--- src/rtl/wb_lsu_pkg.sv ---
// Shared types and constants for the Wishbone load/store master bridge.
package wb_lsu_pkg;

    typedef enum logic [1:0] {
        ST_IDLE,
        ST_BUS,
        ST_RETRY,
        ST_RESP
    } state_e;

    typedef enum logic [1:0] {
        SZ_BYTE    = 2'b00,
        SZ_HALF    = 2'b01,
        SZ_WORD    = 2'b10,
        SZ_ILLEGAL = 2'b11
    } size_e;

    localparam logic [2:0] CTI_CLASSIC = 3'b000;
    localparam logic [1:0] BTE_LINEAR  = 2'b00;

endpackage

--- src/rtl/wb_lsu_master_if.sv ---
// Core request/response channel plus Wishbone master bus, bundled for the bridge.
interface wb_lsu_master_if;

    logic        req_valid_i;
    logic        req_ready_o;
    logic [31:0] req_addr_i;
    logic        req_we_i;
    logic [1:0]  req_size_i;
    logic        req_unsigned_i;
    logic [31:0] req_wdata_i;
    logic        rsp_valid_o;
    logic [31:0] rsp_rdata_o;
    logic        rsp_err_o;
    logic [31:0] wb_adr_o;
    logic [31:0] wb_dat_o;
    logic [3:0]  wb_sel_o;
    logic        wb_we_o;
    logic        wb_cyc_o;
    logic        wb_stb_o;
    logic [2:0]  wb_cti_o;
    logic [1:0]  wb_bte_o;
    logic [31:0] wb_dat_i;
    logic        wb_ack_i;
    logic        wb_err_i;
    logic        wb_rty_i;

    modport master (
        input  req_valid_i, req_addr_i, req_we_i, req_size_i, req_unsigned_i, req_wdata_i,
        input  wb_dat_i, wb_ack_i, wb_err_i, wb_rty_i,
        output req_ready_o, rsp_valid_o, rsp_rdata_o, rsp_err_o,
        output wb_adr_o, wb_dat_o, wb_sel_o, wb_we_o, wb_cyc_o, wb_stb_o, wb_cti_o, wb_bte_o
    );

    modport slave (
        output req_valid_i, req_addr_i, req_we_i, req_size_i, req_unsigned_i, req_wdata_i,
        output wb_dat_i, wb_ack_i, wb_err_i, wb_rty_i,
        input  req_ready_o, rsp_valid_o, rsp_rdata_o, rsp_err_o,
        input  wb_adr_o, wb_dat_o, wb_sel_o, wb_we_o, wb_cyc_o, wb_stb_o, wb_cti_o, wb_bte_o
    );

endinterface

--- src/rtl/wb_lsu_align.sv ---
// Combinational lane logic: store byte-selects/replication, alignment check, load extract/extend.
module wb_lsu_align
    import wb_lsu_pkg::*;
(
    input  logic [1:0]  st_addr_lo_i,
    input  size_e       st_size_i,
    input  logic [31:0] st_wdata_i,
    output logic [3:0]  st_sel_o,
    output logic [31:0] st_dat_o,
    output logic        misaligned_o,
    input  logic [1:0]  ld_addr_lo_i,
    input  size_e       ld_size_i,
    input  logic        ld_unsigned_i,
    input  logic [31:0] ld_raw_i,
    output logic [31:0] ld_data_o
);

    logic [31:0] ld_shift;

    // NOTE: every output gets a default first so no path through the case infers a latch.
    always_comb begin
        st_sel_o     = 4'b0000;
        st_dat_o     = st_wdata_i;
        misaligned_o = 1'b0;
        case (st_size_i)
            SZ_BYTE: begin
                st_sel_o = 4'b0001 << st_addr_lo_i;
                st_dat_o = {4{st_wdata_i[7:0]}};
            end
            SZ_HALF: begin
                st_sel_o     = st_addr_lo_i[1] ? 4'b1100 : 4'b0011;
                st_dat_o     = {2{st_wdata_i[15:0]}};
                misaligned_o = st_addr_lo_i[0];
            end
            SZ_WORD: begin
                st_sel_o     = 4'b1111;
                misaligned_o = |st_addr_lo_i;
            end
            default: misaligned_o = 1'b1;
        endcase
    end

    assign ld_shift = ld_raw_i >> {ld_addr_lo_i, 3'b000};

    always_comb begin
        case (ld_size_i)
            SZ_BYTE: ld_data_o = {{24{~ld_unsigned_i & ld_shift[7]}}, ld_shift[7:0]};
            SZ_HALF: ld_data_o = {{16{~ld_unsigned_i & ld_shift[15]}}, ld_shift[15:0]};
            default: ld_data_o = ld_shift;
        endcase
    end

endmodule

--- src/rtl/wb_lsu_master.sv ---
// Wishbone classic master for the core LSU: one access at a time, rty re-issue and timeout abort.
module wb_lsu_master
    import wb_lsu_pkg::*;
#(
    parameter int TIMEOUT_CYCLES = 255,
    parameter int MAX_RETRY      = 3
) (
    input  logic             wb_clk_i,
    input  logic             wb_rst_n_i,
    wb_lsu_master_if.master  bus
);

    localparam logic [15:0] TMO_LAST  = 16'(TIMEOUT_CYCLES - 1);
    localparam logic [3:0]  RETRY_MAX = 4'(MAX_RETRY);

    state_e      state_q, state_d;
    logic        cyc_q, cyc_d;
    logic [31:0] adr_q, adr_d;
    logic [31:0] dat_q, dat_d;
    logic [3:0]  sel_q, sel_d;
    logic        we_q, we_d;
    logic [1:0]  lo_q, lo_d;
    size_e       size_q, size_d;
    logic        uns_q, uns_d;
    logic [3:0]  retry_q, retry_d;
    logic [15:0] tmo_q, tmo_d;
    logic        rsp_valid_q, rsp_valid_d;
    logic        rsp_err_q, rsp_err_d;
    logic [31:0] rsp_rdata_q, rsp_rdata_d;

    logic [3:0]  st_sel;
    logic [31:0] st_dat;
    logic        misaligned;
    logic [31:0] ld_data;

    wb_lsu_align u_align (
        .st_addr_lo_i  (bus.req_addr_i[1:0]),
        .st_size_i     (size_e'(bus.req_size_i)),
        .st_wdata_i    (bus.req_wdata_i),
        .st_sel_o      (st_sel),
        .st_dat_o      (st_dat),
        .misaligned_o  (misaligned),
        .ld_addr_lo_i  (lo_q),
        .ld_size_i     (size_q),
        .ld_unsigned_i (uns_q),
        .ld_raw_i      (bus.wb_dat_i),
        .ld_data_o     (ld_data)
    );

    always_comb begin
        state_d     = state_q;
        cyc_d       = cyc_q;
        adr_d       = adr_q;
        dat_d       = dat_q;
        sel_d       = sel_q;
        we_d        = we_q;
        lo_d        = lo_q;
        size_d      = size_q;
        uns_d       = uns_q;
        retry_d     = retry_q;
        tmo_d       = tmo_q;
        rsp_valid_d = 1'b0;
        rsp_err_d   = 1'b0;
        rsp_rdata_d = '0;
        case (state_q)
            ST_IDLE: begin
                if (bus.req_valid_i) begin
                    if (misaligned) begin
                        state_d     = ST_RESP;
                        rsp_valid_d = 1'b1;
                        rsp_err_d   = 1'b1;
                    end else begin
                        state_d = ST_BUS;
                        cyc_d   = 1'b1;
                        adr_d   = {bus.req_addr_i[31:2], 2'b00};
                        dat_d   = st_dat;
                        sel_d   = st_sel;
                        we_d    = bus.req_we_i;
                        lo_d    = bus.req_addr_i[1:0];
                        size_d  = size_e'(bus.req_size_i);
                        uns_d   = bus.req_unsigned_i;
                        retry_d = '0;
                        tmo_d   = '0;
                    end
                end
            end
            ST_BUS: begin
                // Slave response priority: err, then ack, then rty.
                if (bus.wb_err_i) begin
                    state_d = ST_RESP;  cyc_d = 1'b0;
                    rsp_valid_d = 1'b1; rsp_err_d = 1'b1;
                end else if (bus.wb_ack_i) begin
                    state_d = ST_RESP;  cyc_d = 1'b0;
                    rsp_valid_d = 1'b1;
                    rsp_rdata_d = we_q ? '0 : ld_data;
                end else if (bus.wb_rty_i) begin
                    cyc_d = 1'b0;
                    if (retry_q < RETRY_MAX) begin
                        state_d = ST_RETRY;
                        retry_d = retry_q + 4'd1;
                    end else begin
                        state_d = ST_RESP;
                        rsp_valid_d = 1'b1; rsp_err_d = 1'b1;
                    end
                end else if (tmo_q == TMO_LAST) begin
                    state_d = ST_RESP;  cyc_d = 1'b0;
                    rsp_valid_d = 1'b1; rsp_err_d = 1'b1;
                end else begin
                    tmo_d = tmo_q + 16'd1;
                end
            end
            ST_RETRY: begin
                state_d = ST_BUS;
                cyc_d   = 1'b1;
                tmo_d   = '0;
            end
            default: state_d = ST_IDLE;
        endcase
    end

    // NOTE: state registers use non-blocking assignment so every flop samples pre-edge values.
    always_ff @(posedge wb_clk_i or negedge wb_rst_n_i) begin
        if (!wb_rst_n_i) begin
            state_q     <= ST_IDLE;
            cyc_q       <= 1'b0;
            adr_q       <= '0;
            dat_q       <= '0;
            sel_q       <= '0;
            we_q        <= 1'b0;
            lo_q        <= '0;
            size_q      <= SZ_BYTE;
            uns_q       <= 1'b0;
            retry_q     <= '0;
            tmo_q       <= '0;
            rsp_valid_q <= 1'b0;
            rsp_err_q   <= 1'b0;
            rsp_rdata_q <= '0;
        end else begin
            state_q     <= state_d;
            cyc_q       <= cyc_d;
            adr_q       <= adr_d;
            dat_q       <= dat_d;
            sel_q       <= sel_d;
            we_q        <= we_d;
            lo_q        <= lo_d;
            size_q      <= size_d;
            uns_q       <= uns_d;
            retry_q     <= retry_d;
            tmo_q       <= tmo_d;
            rsp_valid_q <= rsp_valid_d;
            rsp_err_q   <= rsp_err_d;
            rsp_rdata_q <= rsp_rdata_d;
        end
    end

    assign bus.req_ready_o = (state_q == ST_IDLE);
    assign bus.rsp_valid_o = rsp_valid_q;
    assign bus.rsp_err_o   = rsp_err_q;
    assign bus.rsp_rdata_o = rsp_rdata_q;
    assign bus.wb_adr_o    = adr_q;
    assign bus.wb_dat_o    = dat_q;
    assign bus.wb_sel_o    = sel_q;
    assign bus.wb_we_o     = we_q;
    assign bus.wb_cyc_o    = cyc_q;
    assign bus.wb_stb_o    = cyc_q;
    assign bus.wb_cti_o    = CTI_CLASSIC;
    assign bus.wb_bte_o    = BTE_LINEAR;

endmodule

--- src/flat_wrapper.sv ---
// flat-port wrapper written by rule: the top's interface ports become plain ports
module wb_lsu_master_flat import wb_lsu_pkg::*;
#(
    parameter int TIMEOUT_CYCLES = 255,
    parameter int MAX_RETRY      = 3
)
  (wb_clk_i, wb_rst_n_i, bus_req_valid_i, bus_req_addr_i, bus_req_we_i, bus_req_size_i, bus_req_unsigned_i, bus_req_wdata_i, bus_wb_dat_i, bus_wb_ack_i, bus_wb_err_i, bus_wb_rty_i, bus_req_ready_o, bus_rsp_valid_o, bus_rsp_rdata_o, bus_rsp_err_o, bus_wb_adr_o, bus_wb_dat_o, bus_wb_sel_o, bus_wb_we_o, bus_wb_cyc_o, bus_wb_stb_o, bus_wb_cti_o, bus_wb_bte_o);
  wb_lsu_master_if bus_i ();
  input  logic wb_clk_i;
  input  logic wb_rst_n_i;
  input wire logic [$bits(bus_i.req_valid_i)-1:0] bus_req_valid_i;
  input wire logic [$bits(bus_i.req_addr_i)-1:0] bus_req_addr_i;
  input wire logic [$bits(bus_i.req_we_i)-1:0] bus_req_we_i;
  input wire logic [$bits(bus_i.req_size_i)-1:0] bus_req_size_i;
  input wire logic [$bits(bus_i.req_unsigned_i)-1:0] bus_req_unsigned_i;
  input wire logic [$bits(bus_i.req_wdata_i)-1:0] bus_req_wdata_i;
  input wire logic [$bits(bus_i.wb_dat_i)-1:0] bus_wb_dat_i;
  input wire logic [$bits(bus_i.wb_ack_i)-1:0] bus_wb_ack_i;
  input wire logic [$bits(bus_i.wb_err_i)-1:0] bus_wb_err_i;
  input wire logic [$bits(bus_i.wb_rty_i)-1:0] bus_wb_rty_i;
  output wire logic [$bits(bus_i.req_ready_o)-1:0] bus_req_ready_o;
  output wire logic [$bits(bus_i.rsp_valid_o)-1:0] bus_rsp_valid_o;
  output wire logic [$bits(bus_i.rsp_rdata_o)-1:0] bus_rsp_rdata_o;
  output wire logic [$bits(bus_i.rsp_err_o)-1:0] bus_rsp_err_o;
  output wire logic [$bits(bus_i.wb_adr_o)-1:0] bus_wb_adr_o;
  output wire logic [$bits(bus_i.wb_dat_o)-1:0] bus_wb_dat_o;
  output wire logic [$bits(bus_i.wb_sel_o)-1:0] bus_wb_sel_o;
  output wire logic [$bits(bus_i.wb_we_o)-1:0] bus_wb_we_o;
  output wire logic [$bits(bus_i.wb_cyc_o)-1:0] bus_wb_cyc_o;
  output wire logic [$bits(bus_i.wb_stb_o)-1:0] bus_wb_stb_o;
  output wire logic [$bits(bus_i.wb_cti_o)-1:0] bus_wb_cti_o;
  output wire logic [$bits(bus_i.wb_bte_o)-1:0] bus_wb_bte_o;
  assign bus_i.req_valid_i = bus_req_valid_i;
  assign bus_i.req_addr_i = bus_req_addr_i;
  assign bus_i.req_we_i = bus_req_we_i;
  assign bus_i.req_size_i = bus_req_size_i;
  assign bus_i.req_unsigned_i = bus_req_unsigned_i;
  assign bus_i.req_wdata_i = bus_req_wdata_i;
  assign bus_i.wb_dat_i = bus_wb_dat_i;
  assign bus_i.wb_ack_i = bus_wb_ack_i;
  assign bus_i.wb_err_i = bus_wb_err_i;
  assign bus_i.wb_rty_i = bus_wb_rty_i;
  assign bus_req_ready_o = bus_i.req_ready_o;
  assign bus_rsp_valid_o = bus_i.rsp_valid_o;
  assign bus_rsp_rdata_o = bus_i.rsp_rdata_o;
  assign bus_rsp_err_o = bus_i.rsp_err_o;
  assign bus_wb_adr_o = bus_i.wb_adr_o;
  assign bus_wb_dat_o = bus_i.wb_dat_o;
  assign bus_wb_sel_o = bus_i.wb_sel_o;
  assign bus_wb_we_o = bus_i.wb_we_o;
  assign bus_wb_cyc_o = bus_i.wb_cyc_o;
  assign bus_wb_stb_o = bus_i.wb_stb_o;
  assign bus_wb_cti_o = bus_i.wb_cti_o;
  assign bus_wb_bte_o = bus_i.wb_bte_o;
  wb_lsu_master #(.TIMEOUT_CYCLES(TIMEOUT_CYCLES), .MAX_RETRY(MAX_RETRY)) u_core (.wb_clk_i(wb_clk_i), .wb_rst_n_i(wb_rst_n_i), .bus(bus_i));
endmodule
--- config.mk ---
export PLATFORM = sky130hd
export DESIGN_NAME = wb_lsu_master_flat
export DESIGN_NICKNAME = d
export VERILOG_FILES = /design/src/rtl/wb_lsu_pkg.sv /design/src/rtl/wb_lsu_master_if.sv /design/src/rtl/wb_lsu_align.sv /design/src/rtl/wb_lsu_master.sv /design/src/flat_wrapper.sv
export SDC_FILE = /design/constraint.sdc
export NUM_CORES = 1
export LEC_CHECK = 0
export ABC_AREA = 1
export CORE_ASPECT_RATIO = 2
export CORE_UTILIZATION = 45
export DETAILED_ROUTE_END_ITERATION = 7
export PLACE_DENSITY_LB_ADDON = 0.08
export SLEW_MARGIN = 5
export SYNTH_ARGS = -nofsm -noshare
export SYNTH_HDL_FRONTEND = slang
export SYNTH_HIERARCHICAL = 1
export SYNTH_SLANG_ARGS = --single-unit
--- constraint.sdc ---
create_clock -name wb_clk_i -period 1.7 [get_ports wb_clk_i]
set_input_delay 0.255 -clock wb_clk_i [delete_from_list [all_inputs] [get_ports wb_clk_i]]
set_output_delay 0.255 -clock wb_clk_i [all_outputs]
set_load 0.005 [all_outputs]
==> summary.md <==
| Metric | Value |
|---|---|
| Fill cells | `1284` |
| Layout cell share with drive strength beyond 1 | `0.1107` |
| Syn-to-layout area delta | `46.88%` |
| Buf/Inv on CP | `1` |
| Largest net degree at the start of global routing | `47` |
| Routed Antenna Nets | `0` |
| Crit-path leading delay family | `buffers and inverters` |
| Area leader, netlist | `dfrtp_1` |
| Gp weighted congestion | `0.8701` |
| Relative slew margins | `0.5584` |
| Synthesized flop and latch total | `129` |
| Row cnt | `63` |
| Critical path class | `reg2out` |
| Die area | `15590 µm²` |
| Drt wl/cell | `13.98 µm` |
| Slew Limit Fails | `0` |
| Starting Density | `0.4599` |
| CTS Sinks | `129` |
| Syn Area/Cell | `7.491 µm²` |
| WL final | `18.76 mm` |
| Sw frac | `0.3450` |
| Clock power frac | `0.246` |
| DR pass1 iterations | `4` |
| First DRT Iteration DRCs | `236` |
| Final period utilization | `0.9465` |
| Die Height | `175.6 µm` |
| P_leak | `4.904 nW` |
| Setup TNS | `0 ps` |
| Register area share after synthesis | `0.4762` |
| H-Tree Depth | `4` |
| Tightest Pin Transition | `660.0 ps` |
| Synth area leaders | `dfrtp_1 48%, nand2_1 24%, nor2_1 4.7%` |
| Req. time, crit path | `1440 ps` |
| Ys async rst share | `1.000` |
| Die X | `88.79 µm` |
| Post-layout util | `0.6755` |
| Most common cell in the netlist | `nand2_1` |
| Ys Warns | `6` |
| Global-route wire length before repair | `30.78 mm` |
| Commonest register cell after synthesis | `dfrtp_1` |
| Diode count | `0` |
| Setup Viol. Count Final | `0` |
| Yosys top cell area share | `0.4762` |
| Vias in the first global route | `6412` |
| Post-Place Cells | `1310` |
| Cell Area, Synth | `6779 µm²` |
| Total GRT Usage | `0.2580` |
| Largest stage delay, worst path | `530 ps` |
| Pint | `0.009422 W` |
| Clk_lat worst skew | `420 ps` |
| VDD IR max | `0.9813 mV` |
| Fmax achieved | `621.5 MHz` |
| RSZ-0062 raised after global routing | `no` |
| CP cell instances | `clkdlybuf4s50_1` |
| Nets | `1244` |
| PortBufs | `209` |
| Switching power | `0.004962 W` |
| DRC errors left | `0` |
| Max-cap violations | `0` |
| Layout Cells excl Fill | `1342` |
| CP max FO | `3` |
| Vias per cell | `4.835` |
| DP HPWL | `13.99 mm` |
| Hold Vio Cnt, Final | `0` |
| Setup crit start kind | `flop` |
| Synth Instances | `905` |
| Cell Pwr Density | `1445 nW/µm²` |
| CTS tree | `done` |
| Post-layout min period | `1609 ps` |
| WP data arrival | `1350 ps` |
| Placement Setup Slack | `-319.6 ps` |
| CTS Buf Count | `17` |
| R2R depth | `9` |
| Critical Path Slowest Stage Cell | `clkdlybuf4s50_1` |
| Status | `completed` |
| Longest Clk Path Bufs | `2` |
| Worst path depth | `1` |
| IO Pins | `217` |
| Worst setup EP type | `primary output` |
| Setup ws final | `90.94 ps` |
| Cell variety after synth | `39` |
| Total global routing overflow | `0` |
| Reg clk slew, reported paths | `60 ps` |
| Core Area | `14740 µm²` |
| Gate power share | `0.430` |
| EDFF count, synth | `0` |
| Hold WC Path Type | `in2async` |
| Clock skew | `13.52 ps` |
| Top cells by count, synth | `439 x nand2_1, 129 x dfrtp_1, 85 x nor2_1` |
| Via count | `6488` |
| Root buf cell | `clkbuf_16` |
| Initial antenna violation count | `0` |
| Sequential share of power | `0.324` |
| Min Hold Slack | `343.9 ps` |
## area by class of cell
cell class | count | area (µm²) | area share
timing repair buffer | 265 | 2703 | 0.2714
sequential | 129 | 3231 | 0.3245
tap | 195 | 244.0 | 0.02450
inverter | 36 | 135.1 | 0.01357
clock buffer | 20 | 456.7 | 0.04587
multi-input combinational | 686 | 3074 | 0.3087
clock inverter | 11 | 113.9 | 0.01144
## flip-flops by register name, indices dropped and copies added, names as in the netlist
register and cells:
u_core/bus.rsp_err_o 1, u_core/bus.rsp_rdata_o 32, u_core/bus.rsp_valid_o 1, u_core/bus.wb_adr_o 30
u_core/bus.wb_cyc_o 1, u_core/bus.wb_dat_o 32, u_core/bus.wb_sel_o 4, u_core/bus.wb_we_o 1
u_core/lo_q 2, u_core/retry_q 4, u_core/size_q 2, u_core/state_q 2
u_core/tmo_q 16, u_core/uns_q 1
## final timing paths
check / start / slack (ps) / end
max in group asynchronous: wb_rst_n_i / 800 / u_core/bus.wb_adr_o[26]
worst min-delay path: wb_rst_n_i / 340 / u_core/bus.rsp_rdata_o[18]
worst max register to register: u_core/tmo_q[0] / 140 / u_core/tmo_q[10]
worst max-delay path: u_core/bus.wb_we_o / 90 / bus_wb_we_o
worst min register to register: u_core/bus.wb_adr_o[9] / 470 / u_core/bus.wb_adr_o[9]
min in group wb_clk_i: bus_req_addr_i[29] / 370 / u_core/bus.wb_adr_o[29]
## layout by cell type, fill, tap and decap left out, types with 2 or more instances in the layout
| master | n |
|---|---|
| buf_4 | 40 |
| clkdlybuf4s50_1 | 207 |
| buf_12 | 15 |
| nand3_2 | 13 |
| nor2_1 | 85 |
| nand2_1 | 439 |
| o21ai_0 | 22 |
| clkbuf_16 | 17 |
| conb_1 | 7 |
| a22oi_1 | 6 |
| bufinv_16 | 2 |
| o21bai_1 | 3 |
| nand4_4 | 2 |
| nand2_2 | 5 |
| dfrtp_1 | 127 |
| xor2_1 | 5 |
| clkinvlp_4 | 2 |
| xnor2_1 | 4 |
| dfrtp_2 | 2 |
| inv_1 | 29 |
| nor2_4 | 3 |
| a21oi_1 | 8 |
| nand3_1 | 49 |
| inv_2 | 6 |
| nand4_1 | 4 |
| o211ai_1 | 13 |
| o21ai_2 | 3 |
| or2_2 | 2 |
| clkbuf_8 | 2 |
| ha_1 | 3 |
| clkinv_2 | 6 |
## metal layers
layer / track usage / wire length [µm] / up-vias
met5: 0 / 0 / -
met4: 0.1149 / 485 / 0
met3: 0.06861 / 1147 / 33
met2: 0.4599 / 10260 / 200
met1: 0.2764 / 6870 / 2996
li1: - / - / 3259
## power groups by stage
stage                     clock, W  combinational (W)  sequential, W
final                      0.00355            0.00618        0.00466
after global routing       0.00372            0.00685        0.00478
after CTS                  0.00363            0.00618        0.00466
after detailed placement         0            0.00616        0.00468
after global placement           0            0.00611        0.00466
after floorplan                  0            0.00311        0.00466
## per-stage QoR
step           power (W)  instance area [µm²]
2_1_floorplan   0.007769                 6810
3_3_place_gp     0.01077                 9363
3_5_place_dp     0.01084                 9363
4_1_cts          0.01448                 9943
5_1_grt          0.01535                 9957
6_report         0.01438                 9957
## cells by family after synthesis
logic type,after synthesis,synth area share
buffers and inverters,96,0.07678
XOR/XNOR,9,0.01163
adder cells (fa/ha/maj),3,0.005538
other,1,0.0005532
flip-flops,129,0.4762
AND/OR/NAND/NOR,610,0.3780
AO/OA/AOI/OAI,57,0.05131
## timing repair
| item | 4_1_cts | 5_1_grt |
|---|---|---|
| hold buffers | 1 | 0 |
| setup endpoints to repair | 1 | 16 |
| buffers inserted | 0 | 0 |
| pin swaps | 0 | 1 |
| hold endpoints to repair | 41 | 0 |
| resized for setup | 2 | 5 |
No activity file was read; power rests on OpenSTA's default activity.
